### src/rtl/sd_sector_arbiter.sv
// sd_sector_arbiter: round-robin sharing of one sd_reader sector engine among NREQ requesters
module sd_sector_arbiter #(
  parameter int NREQ    = 2,
  parameter int TIMEOUT = 33554432
) (
  input  logic              clk,
  input  logic              rst,
  input  logic [NREQ-1:0]   req_valid,
  input  logic [32*NREQ-1:0] req_sector,
  output logic [NREQ-1:0]   req_ack,
  output logic [NREQ-1:0]   out_en,
  output logic [8:0]        out_addr,
  output logic [7:0]        out_byte,
  output logic [NREQ-1:0]   done,
  output logic              err,
  output logic              busy,
  output logic              rstart,
  output logic [31:0]       rsector,
  input  logic              rbusy,
  input  logic              rdone,
  input  logic              outen,
  input  logic [8:0]        outaddr,
  input  logic [7:0]        outbyte
);
  localparam int GW = (NREQ > 1) ? $clog2(NREQ) : 1;
  localparam int TW = $clog2(TIMEOUT + 1);
  typedef enum logic [1:0] {IDLE, READ, DRAIN} state_t;
  state_t          state_q, state_d;
  logic [GW-1:0]   rr_ptr_q, rr_ptr_d, gnt_q, gnt_d, pick, idx;
  logic [9:0]      byte_cnt_q, byte_cnt_d, byte_inc;
  logic [TW-1:0]   tmo_cnt_q, tmo_cnt_d;
  logic [NREQ-1:0] req_ack_q, req_ack_d, done_q, done_d;
  logic            err_q, err_d, rstart_q, rstart_d;
  logic [31:0]     rsector_q, rsector_d;
  assign req_ack  = req_ack_q;
  assign done     = done_q;
  assign err      = err_q;
  assign rstart   = rstart_q;
  assign rsector  = rsector_q;
  assign busy     = state_q != IDLE;
  assign out_addr = outaddr;
  assign out_byte = outbyte;
  assign out_en   = (state_q == READ && outen) ? {{(NREQ-1){1'b0}}, 1'b1} << gnt_q : '0;
  assign byte_inc = !outen ? byte_cnt_q : (byte_cnt_q == 10'h3ff) ? byte_cnt_q : byte_cnt_q + 10'd1;
  always_comb begin
    pick = rr_ptr_q;
    idx  = rr_ptr_q;
    for (int k = NREQ; k >= 1; k--) begin
      idx = GW'((int'(rr_ptr_q) + k) % NREQ);
      if (req_valid[idx]) pick = idx;
    end
  end
  always_comb begin
    state_d    = state_q;
    rr_ptr_d   = rr_ptr_q;
    gnt_d      = gnt_q;
    byte_cnt_d = byte_cnt_q;
    tmo_cnt_d  = tmo_cnt_q;
    req_ack_d  = '0;
    done_d     = '0;
    err_d      = err_q;
    rstart_d   = rstart_q;
    rsector_d  = rsector_q;
    case (state_q)
      IDLE: if (|req_valid && !rbusy) begin
        req_ack_d[pick] = 1'b1;
        gnt_d           = pick;
        rsector_d       = req_sector[32*int'(pick) +: 32];
        rstart_d        = 1'b1;
        rr_ptr_d        = pick;
        byte_cnt_d      = '0;
        tmo_cnt_d       = '0;
        state_d         = READ;
      end
      READ: begin
        byte_cnt_d = byte_inc;
        tmo_cnt_d  = tmo_cnt_q + TW'(1);
        if (rdone) begin
          rstart_d      = 1'b0;
          done_d[gnt_q] = 1'b1;
          err_d         = byte_inc != 10'd512;
          state_d       = IDLE;
        end else if (tmo_cnt_q == TW'(TIMEOUT - 1)) begin
          rstart_d      = 1'b0;
          done_d[gnt_q] = 1'b1;
          err_d         = 1'b1;
          state_d       = DRAIN;
        end
      end
      DRAIN: state_d = rbusy ? DRAIN : IDLE;
      default: state_d = IDLE;
    endcase
  end
  always_ff @(posedge clk) begin
    if (rst) begin
      state_q    <= IDLE;
      rr_ptr_q   <= GW'(NREQ - 1);
      gnt_q      <= '0;
      byte_cnt_q <= '0;
      tmo_cnt_q  <= '0;
      req_ack_q  <= '0;
      done_q     <= '0;
      err_q      <= 1'b0;
      rstart_q   <= 1'b0;
      rsector_q  <= '0;
    end else begin
      state_q    <= state_d;
      rr_ptr_q   <= rr_ptr_d;
      gnt_q      <= gnt_d;
      byte_cnt_q <= byte_cnt_d;
      tmo_cnt_q  <= tmo_cnt_d;
      req_ack_q  <= req_ack_d;
      done_q     <= done_d;
      err_q      <= err_d;
      rstart_q   <= rstart_d;
      rsector_q  <= rsector_d;
    end
  end
endmodule

### config.mk
export PLATFORM = sky130hd
export DESIGN_NAME = sd_sector_arbiter
export DESIGN_NICKNAME = d
export VERILOG_FILES = /design/src/rtl/sd_sector_arbiter.sv
export SDC_FILE = /design/constraint.sdc
export NUM_CORES = 1
export LEC_CHECK = 0
export BUFFER_PORTS_ARGS = -buffer_cell sky130_fd_sc_hd__clkbuf_2
export CAP_MARGIN = 20
export CORE_MARGIN = 1
export CORE_UTILIZATION = 33
export CTS_BUF_LIST = sky130_fd_sc_hd__clkbuf_2
export DETAILED_ROUTE_END_ITERATION = 8
export PLACE_DENSITY = 0.64
export SYNTH_ARGS = -nofsm -noshare
export SYNTH_HDL_FRONTEND = slang
export SYNTH_SLANG_ARGS = --single-unit
### constraint.sdc
create_clock -name clk -period 2.6 [get_ports clk]
set_input_delay 0.13 -clock clk [delete_from_list [all_inputs] [get_ports clk]]
set_output_delay 0.13 -clock clk [all_outputs]
set_load 0.1 [all_outputs]
# Word level (Yosys, flattened, before mapping)

Index checks and enable logic that the tools add are counted.

Shift operators: 2
Reductions and logical operators: 17
Eq/ne operators: 7
Bitwise operators: 3
Order comparisons: 6
Add/sub/neg operators: 4
Muxes and demuxes: 30

Operators with widths:

| operator              | count |
|---|---|
| $shiftx 64x7->32      | 1 |
| $pmux 26 s2           | 1 |
| $mux 10               | 3 |
| $add 26x1->26 const B | 1 |
| $eq 26x25->1 const B  | 1 |
| $mux 26               | 1 |
| $pmux 10 s2           | 1 |
| $mux 2                | 7 |
| $mux 1                | 13 |
| $add 10x1->10 const B | 1 |
| $eq 10x10->1 const B  | 1 |
| $ne 10x10->1 const B  | 1 |
| $lt 1x2->1 const B    | 4 |
| $reduce_and 2->1      | 4 |
| $pmux 2 s3            | 1 |
| $reduce_bool 2->1     | 3 |
| $logic_and 1x1->1     | 4 |
| $reduce_or 2->1       | 2 |
| $ne 3x2->1 const B    | 1 |
| $not 1->1             | 3 |
| $reduce_and 3->1      | 1 |
| $reduce_or 3->1       | 1 |
| $add 1x1->1 const B   | 2 |
| $demux 1 s1           | 2 |
| 8 further kinds       | 9 |

Word-level logic and storage cells: 79
Flip-flop bits (word level): 78
Output and inout port bits: 58

# Depth between registers and ports, before layout

Depth in word-level cells: 9
Mapped depth: 7

# Least setup slack after synthesis

Ideal clock, no wire load.

Kind: register to output
Start: reg state_q[0]
End: out out_en[0]
Stages on the path, launching flop included: 6
Data required time: 2.470 ns
Path slack: 0.134 ns
Arrival time: 2.336 ns
Path buffers: 2
Cells stage by stage: dfxtp_1 -> nor2b_1 -> clkbuf_1 -> clkbuf_1 -> nand2_1 -> nor2_1

Longest elaborated chain between the ends: 3

Ends and longest elaborated chain:

| what                   | line | text |
|---|---|---|
| start, declared        | 28   | `state_t state_q, state_d;` |
| start signal, assigned | 107  | `state_q <= state_d;` |
| $eq 2x1->1             | 43   | `assign out_en = (state_q == READ && outen) ? {{(NREQ-1){1'b0}}, 1'b1} << gnt_q : '0;` |
| $logic_and 1x1->1      | 43   |  |
| $mux 2                 | 43   |  |
| end, declared          | 11   | `output logic [NREQ-1:0] out_en,` |

No other way between the ends.

# Worst setup path in the final report

Start: reg tmo_cnt_q[2]
End: reg state_q[1]

Longest elaborated chain between the ends: 3

Ends and longest elaborated chain:

| what                       | line | text |
|---|---|---|
| start, declared            | 31   | `logic [TW-1:0] tmo_cnt_q, tmo_cnt_d;` |
| start signal, assigned     | 111  | `tmo_cnt_q <= tmo_cnt_d;` |
| $eq 26x25->1               | 83   | `end else if (tmo_cnt_q == TW'(TIMEOUT - 1)) begin` |
| $ne 3x2->1 (no line)       | --   |  |
| $reduce_and 2->1 (no line) | --   |  |

No other way between the ends.
A chain may end at the register's enable or synchronous reset.

==> reports/results.tsv <==
metric	value	unit
status	complete, no violations	
floorplan core area	11500	um^2
FP Rows	39	
Period minus WS final	2.27	ns
CP Capture Type	flip-flop	
Clk Latency, worst-skew pair	0.53	ns
I/O pins	146	
slew margin rel.	0.542	
crit-path max FO	7	
Fmax	0.440	GHz
CTS max path bufs	2	
Total Negative Setup Slacks	0	ns
Max VDD drop	0.000420	V
final instance count without filler cells	755	
pwr dens	550	nW/um^2
PortBufs	111	
Static Leakage	2.13	nW
global route overflow	0	
antenna violations before repair	1	
top post-synthesis cells by area	dfxtp_1 40%, mux2i_1 9.8%, a211oi_1 7.0%	
crit-path cells	nand4_1 > nor2_1 > nand4_1 > or3_1 > a21oi_1 > dlygate4sd3_1	
Clock Root Buffer	clkbuf_2	
post-DP HPWL	6900	um
area leader, netlist	dfxtp_1	
most frequent CP cell	nand4_1	
Routed Antenna Nets	0	
Iteration-0 DRC Markers	234	
crit path launch type	flip-flop	
final WL	10900	um
Reg2Reg Depth	6	
first drt pass iteration count	5	
total number of vias	3987	
sequential share of the synthesized area	0.402	
Routability Congestion	0.854	
Commonest cells post-synth	78 x dfxtp_1, 62 x nor2_1, 38 x mux2i_1	
Synth warnings	0	
post-synthesis register bit count	78	
PostCTS Resize Cnt	0	
Mapped Cells	458	
max cap viols	0	
clk sinks	78	
number of global-route vias before repair	3899	
Final Hold Fails	0	
crit path DAT	2.76	ns
Synthesized Nets	548	
die height	111	um
hold path start	rdone	
Syn Area/Cell	8.49	um^2
Critical Path Max Stage Delay	0.56	ns
EDFF count, synth	0	
Netlist cell types	47	
Starting Density	0.339	
Top FF cell, synth	dfxtp_1	
RSZ-0062 raised after global routing	false	
synthesized area	3890	um^2
GR Util All Layers	0.182	
post-DR vias/cell	5.28	
layout cells sized above 1	0.239	
Hold Path Class	in2reg	
Post-layout nets	698	
pin count of the biggest net entering global routing	61	
final setup vio count	0	
dpl cells	673	
Worst Path Required	3.09	ns
wire per inst	14.4	um
critical path type	reg2reg	
family with the most delay on the worst path	simple AND/OR/NAND/NOR gates	
Fillers	1049	
DRC Markers	0	
hold endpoint	err	
share of the synthesized area in the top cell type	0.402	
Die X	111	um
Worst Skew	0.0198	ns
worst slew pin tran	0.685	ns
reg-to-reg endpoint	state_q[1]	
hold-critical path depth	4	
Critical path buffers and inverters	1	
ys async rst share	0	
Die ar.	12200	um^2
cell at the slowest stage of the critical path	dlygate4sd3_1	
count leader, synth	dfxtp_1	
RR Startpoint	tmo_cnt_q[2]	
max-slew violations	0	
CTS tree	built	
htree depth	3	
worst reg2reg setup slack	0.33	ns
first-pass GRT wire length	18300	um
CTS clk-pin slew, worst paths	0.19	ns
fin crit share	0.875	
Synth-to-Final Area Change	35.2	%
total CTS buffers	9	
==> power by group <==
group          switching, mW  internal (mW)  total (mW)
logic                  0.611          0.274       0.885
clock network          0.415          0.303       0.718
registers             0.0350           1.25        1.29
==> worst min-delay path, stage by stage <==
cell and delay (ns):
clkbuf_2 0.12, o21ai_0 0.07, or4_1 0.11, o311a_1 0.15
==> metrics by stage <==
| step | hold slack (ns) | util | instance area (um^2) | setup WS [ns] | total power [mW] |
|---|---|---|---|---|---|
| floorplan | 0.294 | - | 3890 | 0.134 | 2.02 |
| global placement | 0.261 | 0.389 | 4460 | 0.439 | 2.06 |
| detailed placement | 0.261 | 0.389 | 4460 | 0.392 | 2.07 |
| CTS | 0.0340 | 0.458 | 5250 | 0.363 | 2.90 |
| global route | 0.0767 | 0.458 | 5260 | 0.169 | 3.02 |
| finish | 0.0856 | 0.458 | 5260 | 0.326 | 2.89 |
==> what timing repair did <==
| item | in CTS | in global routing |
|---|---|---|
| hold endpoints to repair | 35 | 0 |
| hold buffers | 67 | 0 |
| buffers inserted | 0 | 0 |
==> routing by layer <==
| metal | up-vias | GRT usage | share of wire |
|---|---|---|---|
| met5 | - | 0 | 0 |
| met3 | 24 | 0.0439 | 0.061 |
| met1 | 1830 | 0.212 | 0.43 |
| met4 | 0 | 0.0782 | 0.018 |
| met2 | 159 | 0.317 | 0.49 |
| li1 | 1974 | - | - |
==> cells in the final DEF, fill, tap and decap left out, types with 9 or more instances in the layout <==
| cell | netlist | routed |
|---|---|---|
| o21ai_0 | 12 | 11 |
| nand2_1 | 27 | 27 |
| buf_4 | 18 | 9 |
| a21oi_1 | 29 | 29 |
| dfxtp_1 | 78 | 78 |
| or3_1 | 10 | 10 |
| nand4_1 | 15 | 15 |
| and3_1 | 9 | 9 |
| dlygate4sd3_1 | 0 | 67 |
| mux2i_1 | 38 | 38 |
| clkbuf_2 | 1 | 120 |
| nand3_1 | 16 | 16 |
| nor2_1 | 62 | 62 |
| nor3_1 | 9 | 9 |
| a211oi_1 | 36 | 36 |
==> worst max-delay path by stage <==
stage                  startpoint         end  slack (ns)  cells after the start
global route        byte_cnt_q[0]         err        0.17                      6
finish               tmo_cnt_q[2]  state_q[1]        0.33                      6
CTS                 byte_cnt_q[0]         err        0.36                      6
global placement    byte_cnt_q[0]         err        0.44                      6
floorplan              state_q[0]   out_en[0]        0.13                      5
detailed placement  byte_cnt_q[0]         err        0.39                      6
==> final cells by class <==
type,count,area [um^2],area share
multi-input combinational,325,2050,0.391
timing repair buffer,188,1310,0.250
clock buffer,9,45.0,0.00857
clock inverter,5,76.3,0.0145
antenna,1,2.50,0.000476
tap,143,179,0.0340
inverter,6,22.5,0.00429
sequential,78,1560,0.297
==> cells by family (layout without fill, tap and decap cells) <==
kind of cell	after synthesis	count (layout)	synth area share
AO/OA/AOI/OAI	105	105	0.183
XOR/XNOR	1	1	0.00225
adder cells (fa/ha/maj)	2	2	0.00644
buffers and inverters	55	208	0.0740
flip-flops	78	78	0.402
multiplexers	40	40	0.104
other	0	1	0
AND/OR/NAND/NOR	177	177	0.229
==> flip-flops by register name, indices dropped and copies added (netlist names), 2 cells and up <==
name	flops
rsector	32
done	2
tmo_cnt_q	26
req_ack	2
byte_cnt_q	10
state_q	2
No activity file was read; power rests on OpenSTA's default activity.
